## src/rtl/player_anim_ctrl_if.sv

```systemverilog
// Player animation controller bus.
// Collects the frame strobe, keyboard and player-pixel inputs together with the pose and
// sprite-address outputs. The master drives the inputs (player / keyboard side) and the
// slave is the controller itself.
`timescale 1ns/1ps
interface player_anim_ctrl_if;
    logic        frame_clk;
    logic [7:0]  keycode;
    logic        is_player_in;
    logic [11:0] player_addr_in;
    logic        is_player_out;
    logic [15:0] sprite_addr;
    logic [1:0]  facing;
    logic [2:0]  anim_img;
    logic        fire;
    logic        shooting;

    // Stimulus / upstream side
    modport master (
        output frame_clk,
        output keycode,
        output is_player_in,
        output player_addr_in,
        input  is_player_out,
        input  sprite_addr,
        input  facing,
        input  anim_img,
        input  fire,
        input  shooting
    );

    // Controller side
    modport slave (
        input  frame_clk,
        input  keycode,
        input  is_player_in,
        input  player_addr_in,
        output is_player_out,
        output sprite_addr,
        output facing,
        output anim_img,
        output fire,
        output shooting
    );
endinterface

```

## src/rtl/player_anim_ctrl.sv

```systemverilog
// Player sprite pose sequencer.
// On every frame tick it updates facing direction, walk-cycle image and shoot state from the
// current keycode, and emits a single-cycle fire pulse limited by a frame-counted cooldown.
// Every clock it rebases the player's local sprite address into the shared sprite ROM image
// for the current pose, one register stage behind is_player_in.
`timescale 1ns/1ps
module player_anim_ctrl #(
    parameter int NUM_WALK     = 4,     // walk images per direction; image NUM_WALK is the shoot pose
    parameter int ANIM_DIV     = 8,     // frame ticks per walk-image advance
    parameter int SHOOT_FRAMES = 6,     // frame ticks the shoot pose is held
    parameter int COOLDOWN     = 20,    // frame ticks between accepted shots
    parameter int SPRITE_WORDS = 2560   // words per sprite image
) (
    input  logic              Clk,
    input  logic              Reset,
    player_anim_ctrl_if.slave bus
);

    localparam int IMG_W  = 3;
    localparam int DIV_W  = (ANIM_DIV > 1) ? $clog2(ANIM_DIV) : 1;
    localparam int HOLD_W = (SHOOT_FRAMES > 1) ? $clog2(SHOOT_FRAMES) : 1;
    localparam int CD_W   = $clog2(COOLDOWN + 1);

    // HID keycodes
    localparam logic [7:0] KEY_FIRE = 8'd44;
    // Direction keys packed by facing code: [0] W up, [1] S down, [2] A left, [3] D right
    localparam logic [31:0] DIR_KEY_TABLE = {8'd7, 8'd4, 8'd22, 8'd26};

    localparam logic [1:0] FACING_DOWN = 2'd1;

    typedef enum logic [1:0] {
        S_IDLE  = 2'd0,
        S_WALK  = 2'd1,
        S_SHOOT = 2'd2
    } state_t;

    // ------------------------------------------------------------------
    // Registered state
    // ------------------------------------------------------------------
    state_t              state_reg;
    logic [1:0]          facing_reg;
    logic [IMG_W-1:0]    anim_img_reg;
    logic [DIV_W-1:0]    div_reg;
    logic [HOLD_W-1:0]   hold_reg;
    logic [CD_W-1:0]     cooldown_reg;
    logic                fire_reg;
    logic                shooting_reg;
    logic [15:0]         sprite_addr_reg;
    logic                is_player_reg;
    logic                frame_cur_reg;
    logic                frame_prev_reg;

    // ------------------------------------------------------------------
    // Combinational decode
    // ------------------------------------------------------------------
    logic                tick;
    logic [3:0]          dir_hit;
    logic                dir_valid;
    logic [1:0]          dir_code;
    logic                fire_key;
    logic                cooldown_expiring;
    logic                fire_accept;
    logic                walk_div_done;
    logic                walk_wrap;
    logic [15:0]         pose_base;
    logic [15:0]         sprite_addr_next;

    // frame_clk is sampled into cur, then prev; the rising edge gives a one-Clk tick.
    assign tick = frame_cur_reg & ~frame_prev_reg;

    // One comparator per direction key; at most one can match since keycode is a single byte.
    genvar gi;
    generate
        for (gi = 0; gi < 4; gi++) begin : g_dir_decode
            assign dir_hit[gi] = (bus.keycode == DIR_KEY_TABLE[gi*8 +: 8]);
        end
    endgenerate

    assign dir_valid = |dir_hit;

    // Turn the one-hot direction match into a facing code.
    always_comb begin
        dir_code = 2'd0;
        for (int i = 0; i < 4; i++) begin
            if (dir_hit[i]) begin
                dir_code = 2'(i);
            end
        end
    end

    assign fire_key = (bus.keycode == KEY_FIRE);

    // The cooldown also counts down on the tick being evaluated, so a shot is accepted on the
    // tick where the counter runs out: a held fire key repeats exactly COOLDOWN ticks apart.
    assign cooldown_expiring = (cooldown_reg <= CD_W'(1));

    // Shots are never accepted while the shoot pose is being held.
    assign fire_accept = tick & fire_key & cooldown_expiring & (state_reg != S_SHOOT);

    assign walk_div_done = (div_reg == DIV_W'(ANIM_DIV - 1));
    assign walk_wrap     = (anim_img_reg == IMG_W'(NUM_WALK - 1));

    // Base word of the current pose image inside the shared ROM: one image block per
    // (facing, image) pair, NUM_WALK+1 images per direction.
    assign pose_base = 16'((32'(facing_reg) * 32'(NUM_WALK + 1) + 32'(anim_img_reg))
                           * 32'(SPRITE_WORDS));

    assign sprite_addr_next = pose_base + 16'(bus.player_addr_in);

    // ------------------------------------------------------------------
    // Sequential logic
    // ------------------------------------------------------------------

    // Sample frame_clk for rising-edge detection.
    always_ff @(posedge Clk or posedge Reset) begin
        if (Reset) begin
            frame_cur_reg  <= 1'b0;
            frame_prev_reg <= 1'b0;
        end else begin
            frame_cur_reg  <= bus.frame_clk;
            frame_prev_reg <= frame_cur_reg;
        end
    end

    // Shot cooldown: reload on an accepted shot, otherwise count down to zero each tick.
    always_ff @(posedge Clk or posedge Reset) begin
        if (Reset) begin
            cooldown_reg <= '0;
        end else if (tick) begin
            if (fire_accept) begin
                cooldown_reg <= CD_W'(COOLDOWN);
            end else if (cooldown_reg != '0) begin
                cooldown_reg <= cooldown_reg - CD_W'(1);
            end
        end
    end

    // Pose state machine: IDLE / WALK / SHOOT, all outputs registered, advancing on tick only.
    always_ff @(posedge Clk or posedge Reset) begin
        if (Reset) begin
            state_reg    <= S_IDLE;
            facing_reg   <= FACING_DOWN;
            anim_img_reg <= '0;
            div_reg      <= '0;
            hold_reg     <= '0;
            fire_reg     <= 1'b0;
            shooting_reg <= 1'b0;
        end else begin
            // fire is a single-cycle strobe; only the entry into SHOOT raises it
            fire_reg <= 1'b0;
            if (tick) begin
                case (state_reg)
                    S_IDLE: begin
                        if (dir_valid) begin
                            facing_reg   <= dir_code;
                            anim_img_reg <= '0;
                            div_reg      <= '0;
                            state_reg    <= S_WALK;
                        end else if (fire_accept) begin
                            state_reg    <= S_SHOOT;
                            fire_reg     <= 1'b1;
                            anim_img_reg <= IMG_W'(NUM_WALK);
                            hold_reg     <= HOLD_W'(SHOOT_FRAMES - 1);
                            shooting_reg <= 1'b1;
                        end else begin
                            anim_img_reg <= '0;
                        end
                    end

                    S_WALK: begin
                        if (dir_valid) begin
                            // Turning keeps the walk phase so the stride does not restart.
                            facing_reg <= dir_code;
                            if (walk_div_done) begin
                                div_reg      <= '0;
                                anim_img_reg <= walk_wrap ? '0 : anim_img_reg + IMG_W'(1);
                            end else begin
                                div_reg <= div_reg + DIV_W'(1);
                            end
                        end else if (fire_accept) begin
                            state_reg    <= S_SHOOT;
                            fire_reg     <= 1'b1;
                            anim_img_reg <= IMG_W'(NUM_WALK);
                            div_reg      <= '0;
                            hold_reg     <= HOLD_W'(SHOOT_FRAMES - 1);
                            shooting_reg <= 1'b1;
                        end else begin
                            state_reg    <= S_IDLE;
                            anim_img_reg <= '0;
                            div_reg      <= '0;
                        end
                    end

                    S_SHOOT: begin
                        // Facing is frozen; the keycode only decides where to go on exit.
                        if (hold_reg != '0) begin
                            hold_reg <= hold_reg - HOLD_W'(1);
                        end else begin
                            shooting_reg <= 1'b0;
                            anim_img_reg <= '0;
                            div_reg      <= '0;
                            if (dir_valid) begin
                                facing_reg <= dir_code;
                                state_reg  <= S_WALK;
                            end else begin
                                state_reg  <= S_IDLE;
                            end
                        end
                    end

                    default: begin
                        state_reg    <= S_IDLE;
                        anim_img_reg <= '0;
                        div_reg      <= '0;
                        shooting_reg <= 1'b0;
                    end
                endcase
            end
        end
    end

    // Sprite address path: rebase every clock so it stays aligned with is_player_out.
    always_ff @(posedge Clk or posedge Reset) begin
        if (Reset) begin
            sprite_addr_reg <= '0;
            is_player_reg   <= 1'b0;
        end else begin
            sprite_addr_reg <= sprite_addr_next;
            is_player_reg   <= bus.is_player_in;
        end
    end

    // ------------------------------------------------------------------
    // Outputs
    // ------------------------------------------------------------------
    assign bus.is_player_out = is_player_reg;
    assign bus.sprite_addr   = sprite_addr_reg;
    assign bus.facing        = facing_reg;
    assign bus.anim_img      = anim_img_reg;
    assign bus.fire          = fire_reg;
    assign bus.shooting      = shooting_reg;

endmodule
```

## src/flat_wrapper.sv

```systemverilog
// flat-port wrapper written by rule: the top's interface ports become plain ports
module player_anim_ctrl_flat 
#(
    parameter int NUM_WALK     = 4,                                                                   
    parameter int ANIM_DIV     = 8,                                          
    parameter int SHOOT_FRAMES = 6,                                          
    parameter int COOLDOWN     = 20,                                         
    parameter int SPRITE_WORDS = 2560                            
)
  (Clk, Reset, bus_frame_clk, bus_keycode, bus_is_player_in, bus_player_addr_in, bus_is_player_out, bus_sprite_addr, bus_facing, bus_anim_img, bus_fire, bus_shooting);
  player_anim_ctrl_if bus_i ();
  input  logic Clk;
  input  logic Reset;
  input wire logic [$bits(bus_i.frame_clk)-1:0] bus_frame_clk;
  input wire logic [$bits(bus_i.keycode)-1:0] bus_keycode;
  input wire logic [$bits(bus_i.is_player_in)-1:0] bus_is_player_in;
  input wire logic [$bits(bus_i.player_addr_in)-1:0] bus_player_addr_in;
  output wire logic [$bits(bus_i.is_player_out)-1:0] bus_is_player_out;
  output wire logic [$bits(bus_i.sprite_addr)-1:0] bus_sprite_addr;
  output wire logic [$bits(bus_i.facing)-1:0] bus_facing;
  output wire logic [$bits(bus_i.anim_img)-1:0] bus_anim_img;
  output wire logic [$bits(bus_i.fire)-1:0] bus_fire;
  output wire logic [$bits(bus_i.shooting)-1:0] bus_shooting;
  assign bus_i.frame_clk = bus_frame_clk;
  assign bus_i.keycode = bus_keycode;
  assign bus_i.is_player_in = bus_is_player_in;
  assign bus_i.player_addr_in = bus_player_addr_in;
  assign bus_is_player_out = bus_i.is_player_out;
  assign bus_sprite_addr = bus_i.sprite_addr;
  assign bus_facing = bus_i.facing;
  assign bus_anim_img = bus_i.anim_img;
  assign bus_fire = bus_i.fire;
  assign bus_shooting = bus_i.shooting;
  player_anim_ctrl #(.NUM_WALK(NUM_WALK), .ANIM_DIV(ANIM_DIV), .SHOOT_FRAMES(SHOOT_FRAMES), .COOLDOWN(COOLDOWN), .SPRITE_WORDS(SPRITE_WORDS)) u_core (.Clk(Clk), .Reset(Reset), .bus(bus_i));
endmodule
```

## config.mk

```make
export PLATFORM = sky130hd
export DESIGN_NAME = player_anim_ctrl_flat
export DESIGN_NICKNAME = d
export VERILOG_FILES = /design/src/rtl/player_anim_ctrl_if.sv /design/src/rtl/player_anim_ctrl.sv /design/src/flat_wrapper.sv
export SDC_FILE = /design/constraint.sdc
export NUM_CORES = 1
export LEC_CHECK = 0
export ABC_AREA = 1
export CAP_MARGIN = 25
export CORE_MARGIN = 1.5
export CORE_UTILIZATION = 46
export DETAILED_ROUTE_END_ITERATION = 10
export GPL_TIMING_DRIVEN = 1
export PLACE_DENSITY_LB_ADDON = 0.1
export SKIP_LAST_GASP = 1
export SYNTH_ARGS = -nofsm -noshare
export SYNTH_HDL_FRONTEND = slang
export SYNTH_SLANG_ARGS = --single-unit
```

## constraint.sdc

```tcl
create_clock -name Clk -period 2.8 [get_ports Clk]
set_input_delay 0.56 -clock Clk [delete_from_list [all_inputs] [get_ports Clk]]
set_output_delay 0.56 -clock Clk [all_outputs]
set_load 0.05 [all_outputs]
```

* After elaboration in Yosys (flattened, before gate mapping)
Index checks and enable logic that the tools add are counted.
** Word-level totals
- Logic and storage cells :: 96
- Flip-flop bits (word level) :: 39
- ROM bits :: 0
- Memory bits (writable) :: 0
- Latch bits :: 0
- Input port bits :: 24
- Output and inout bits :: 24
- Memories :: 0
** Operators by class
- Bitwise logic cells :: 5
- Shift operators :: 0
- Reduce and logical (&&, ||, !) cells :: 14
- Divide/modulo/power cells :: 0
- $lt $le $gt $ge :: 1
- Equal/unequal tests :: 18
- Multiply operators :: 2
- $add $sub $neg :: 6
- Mux-type cells :: 38
** Operators with widths (number)
- $mux 3 :: 12
- $mul 32x3->7 const B :: 1
- $mux 2 :: 9
- $pmux 3 s3 :: 2
- $add 16x12->16 :: 1
- $eq 8x3->1 const B :: 2
- $eq 8x5->1 const B :: 2
- $mux 5 :: 2
- $mux 1 :: 9
- $reduce_and 3->1 :: 3
- $eq 8x6->1 const B :: 1
- $ne 2x2->1 const B :: 4
- $reduce_and 4->1 :: 2
- $add 3x1->3 const B :: 2
- $add 5x3->6 :: 1
- $ne 2x1->1 const B :: 3
- $pmux 2 s3 :: 1
- $pmux 3 s2 :: 1
- $le 5x1->1 const B :: 1
- $mul 2x3->5 const B :: 1
- $reduce_and 5->1 :: 1
- $reduce_bool 5->1 :: 1
- $sub 5x1->5 const B :: 1
- $and 1x1->1 :: 4
- other kinds (16) :: 17

* Logic depth before layout (Yosys ltp)
- Word-level depth :: 9
- Gate-level depth with buffers :: 12

* Worst setup path before layout
Ideal clock, no wire load.
- Path type :: flip-flop to flip-flop
- Start point :: register u_core.anim_img_reg[1] (netlist: u_core.bus.anim_img[1])
- End point :: register u_core.sprite_addr_reg[14] (netlist: u_core.bus.sprite_addr[14])
- Slack :: -0.344 ns
- Cell stages (with the launch flop) :: 11
- Setup time :: 0.079 ns
- Path buffers :: 0
- Data arrival time :: 3.065 ns
- Clock period less this slack :: 3.144 ns
- Path through :: dfrtp_1 ha_1 ha_1 inv_1 fa_1 xnor2_1 ha_1 ha_1 fa_1 nor3b_1 xor2_1
** Between the ends
- Word-level cells in the longest chain between the ends :: 3
** RTL lines
- from (decl) :: RTL line player_anim_ctrl.sv:42 : logic [IMG_W-1:0] anim_img_reg;
- from (signal assigned) :: RTL line player_anim_ctrl.sv:162 : anim_img_reg <= IMG_W'(NUM_WALK);
- from (signal assigned) :: RTL line player_anim_ctrl.sv:176 : anim_img_reg <= walk_wrap ? '0 : anim_img_reg + IMG_W'(1);
- from (signal assigned) :: RTL line player_anim_ctrl.sv:183 : anim_img_reg <= IMG_W'(NUM_WALK);
- $add 5x3->6 :: RTL line player_anim_ctrl.sv:105 : assign pose_base = 16'((32'(facing_reg) * 32'(NUM_WALK + 1) + 32'(anim_img_reg))
- $mul 32x3->7 :: RTL line player_anim_ctrl.sv:106 : * 32'(SPRITE_WORDS));
- $add 16x12->16 :: RTL line player_anim_ctrl.sv:108 : assign sprite_addr_next = pose_base + 16'(bus.player_addr_in);
- via u_core.sprite_addr_next[14] :: RTL line player_anim_ctrl.sv:66 : logic [15:0] sprite_addr_next;
- to (signal assigned) :: RTL line player_anim_ctrl.sv:228 : sprite_addr_reg <= sprite_addr_next;
- to (decl) :: RTL line player_anim_ctrl.sv:48 : logic [15:0] sprite_addr_reg;
The timed path passes the listed nets, and every way through them passes these cells.
A chain may end at the register's enable or synchronous reset.

* Final worst setup path
- Start point :: register u_core.facing_reg[0] (netlist: u_core.bus.facing[0])
- End point :: register u_core.sprite_addr_reg[14] (netlist: u_core.bus.sprite_addr[14])
** Between the ends
- Word-level cells in the longest chain between the ends :: 4
** RTL lines
- from (decl) :: RTL line player_anim_ctrl.sv:41 : logic [1:0] facing_reg;
- from (signal assigned) :: RTL line player_anim_ctrl.sv:155 : facing_reg <= dir_code;
- from (signal assigned) :: RTL line player_anim_ctrl.sv:173 : facing_reg <= dir_code;
- from (signal assigned) :: RTL line player_anim_ctrl.sv:203 : facing_reg <= dir_code;
- $mul 2x3->5 :: RTL line player_anim_ctrl.sv:105
- $add 5x3->6 :: RTL line player_anim_ctrl.sv:105
- $mul 32x3->7 :: RTL line player_anim_ctrl.sv:106
- $add 16x12->16 :: RTL line player_anim_ctrl.sv:108
- via u_core.sprite_addr_next[14] :: RTL line player_anim_ctrl.sv:66
The timed path passes the listed nets, and every way through them passes these cells.

==> qor.txt <==
Crit path DAT - 3.11 ns
Total core area - 4820 sq um
Synth Cell Area - 2360 sq um
Clock sink count - 39
Hold Path Cell Cnt - 0
Final setup margin - -0.0912 ns
Layout Cells excl Fill - 402
First-pass GRT wire length - 7870 um
Synth top area share - 0.403
Post-layout minimum cycle time - 2.89 ns
Final Hold Fails - 0
GRT overflow - 0
Starting Density - 0.489
Max Fanout on Critical Path - 3
Fraction of layout cells with a size suffix above 1 - 0.227
Slew at the pin with the worst max-slew slack - 0.608 ns
Drt via density - 4.70
VDD IR max - 262 uV
Final setup viols - 2
Flop and latch count out of synthesis - 39
GRT Total Usage - 0.188
CTS root buf - clkbuf_8
CTS tree - built
Detail Route Antenna Nets - 0
Hold_ws - 0.399 ns
Syn Nets - 317
Drt first pass iters - 4
Dpl hpwl - 3590 um
Routability cong. - 0.883
R2R cell count - 10
Rel. slew slack - 0.594
CTS HTree Levels - 2
Residual DRC - 0
Outcome - complete, but fails checks
Fin. max-slew vios - 0
Synth warnings - 0
Setup Skew - 0.0118 ns
Die span in y - 74.6 um
Sequential cell area - 986 sq um
Largest net degree at the start of global routing - 18
Crit start category - register
Final period util - 1.03
Setup CP Type - reg -> reg
Netlist cell types - 34
Violated checks - setup timing
Clock tree buffer depth - 2
Layout Area Growth over Synthesis - 37.8%
DRT Wirelength - 4550 um
Total power - 0.00181 W
Clk Latency, worst-skew pair - 0.30 ns
Synth area leaders - dfrtp_1 (40%), ha_1 (12%), nand2_1 (9.4%), inv_1 (5.1%), nor2_1 (3.7%)
P_leak - 1.62 nW
Largest area contributor in the netlist - dfrtp_1
Ant. Diodes - 0
# IOs - 48
Cell count after placement - 391
Die X - 74.6 um
Nets - 383
MaxCap Viol Count - 0
Initial antenna violation count - 0
Gate Count Post-Synth - 268
Max reg flops - 16
Synthesized area per cell - 8.80 sq um
RSZ-0062 raised after global routing - yes
Vias in the first global route - 1,789
Clock slew at reported path FFs - 0.09 ns
Max frequency - 346 MHz
Area of the multi-input gates - 1340 sq um
Vias - 1,889
Die area - 5560 sq um
Iteration-0 DRC Markers - 46
Layout fillers - 430
Hold crit path type - reg -> reg
Required @ worst endpoint - 3.02 ns
Clock buffer count from CTS - 5
DR WL/cell - 11.3 um
Sequential share of the synthesized area - 0.415
Pwr Density - 556 nW/um^2
Number of port buffers - 47
Site Rows - 25
Crit end category - register
kinds of logic (layout without fill, tap and decap cells):
family / after synthesis / in the layout / share of synthesized area
XOR/XNOR: 9 / 9 / 0.0334
buffers and inverters: 39 / 106 / 0.0717
flip-flops: 39 / 39 / 0.415
adder cells (fa/ha/maj): 25 / 25 / 0.142
AND/OR/NAND/NOR: 133 / 133 / 0.274
AO/OA/AOI/OAI: 23 / 23 / 0.0637
cells in the mapped netlist:
library cell / instances
nand2_1: 59
dfrtp_1: 38
inv_1: 32
nor2_1: 23
ha_1: 22
nand3_1: 15
nor2_2: 10
o21ai_1: 8
a21oi_1: 6
nand2_2: 6
nand2_4: 6
xor2_1: 6
inv_2: 4
fa_1: 3
nand4_1: 3
nor3_1: 3
o21ai_0: 3
xnor2_1: 3
o21ai_2: 2
or2_2: 2
a211oi_2: 1
a21o_1: 1
a31oi_1: 1
and2_1: 1
and3_1: 1
buf_6: 1
bufinv_8: 1
clkinv_2: 1
dfstp_2: 1
nand4_2: 1
nor2_4: 1
nor3b_1: 1
nor4_1: 1
o211ai_4: 1
cell usage in the layout (no fill, tap or decap), types with 3 or more instances in the layout:
master           count
clkdlybuf4s50_1     47
nand4_1              3
nor3_1               3
xor2_1               6
nor2_1              23
nand2_1             59
clkbuf_8             5
o21ai_0              3
o21ai_1              8
inv_2                5
nor2_2              10
a21oi_1              6
dfrtp_2              4
inv_1               31
nand3_1             15
buf_4               13
nand2_4              6
ha_4                 7
dfrtp_1             34
nand2_2              6
ha_1                14
metal layers:
metal / vias up / wire, um / share of wire / global-route usage
met5: - / 0 / 0 / 0
met4: 0 / 89 / 0.020 / 0.0606
met3: 10 / 207 / 0.046 / 0.0420
met2: 40 / 2140 / 0.47 / 0.313
met1: 855 / 2110 / 0.46 / 0.244
li1: 984 / - / - / -
area by class of cell:
type                            count  share of cell area
Multi-Input combinational cell    190               0.413
Sequential cell                    39               0.304
Timing Repair Buffer               60               0.175
Inverter                           38              0.0485
Tap cell                           67              0.0258
Clock buffer                        5              0.0212
Clock inverter                      3              0.0135
power by group:
| group | switching, W | internal, W | total [W] |
|---|---|---|---|
| clock network | 0.000218 | 0.000266 | 0.000484 |
| registers | 0.0000831 | 0.000645 | 0.000728 |
| logic | 0.000359 | 0.000237 | 0.000595 |
| total | 0.000659 | 0.00115 | 0.00181 |
through the flow:
step	utilization	cell area [sq um]	setup TNS (ns)	setup WS (ns)
6_report	0.674	3250	-0.128	-0.0912
3_3_place_gp	0.631	3040	-0.0572	-0.0360
3_5_place_dp	0.631	3040	-0.221	-0.131
4_1_cts	0.665	3200	-0.122	-0.0755
5_1_grt	0.674	3250	-0.433	-0.210
2_1_floorplan	-	2420	-0.241	-0.128
final timing paths:
| kind | from | endpoint | slack [ns] |
|---|---|---|---|
| setup reg to reg | u_core.bus.facing[0] | u_core.bus.sprite_addr[14] | -0.09 |
| hold reg to reg | u_core.frame_cur_reg | u_core.frame_prev_reg | 0.40 |
| max in group asynchronous | Reset | u_core.div_reg[1] | 1.58 |
| min in group asynchronous | Reset | u_core.bus.sprite_addr[7] | 0.63 |
| hold / removal | u_core.frame_cur_reg | u_core.frame_prev_reg | 0.40 |
| setup / recovery | u_core.bus.facing[0] | u_core.bus.sprite_addr[14] | -0.09 |
timing repair:
| action | 4_1_cts | 5_1_grt |
|---|---|---|
| hold buffers | 0 | 0 |
| endpoints found under the setup margin | 4 | 4 |
| pin swaps | 5 | 0 |
| setup buffers | 2 | 1 |
| gates resized for setup | 4 | 3 |
worst max-delay path, stage by stage (launching register included):
cell and delay (ns):
dfstp_4 0.65, ha_4 0.13, ha_4 0.12, inv_2 0.03
fa_2 0.34, xnor2_2 0.18, ha_1 0.27, ha_2 0.19
fa_2 0.55, nor3b_4 0.19, xor2_1 0.16
Note: power is estimated with default switching activity, not from simulation.
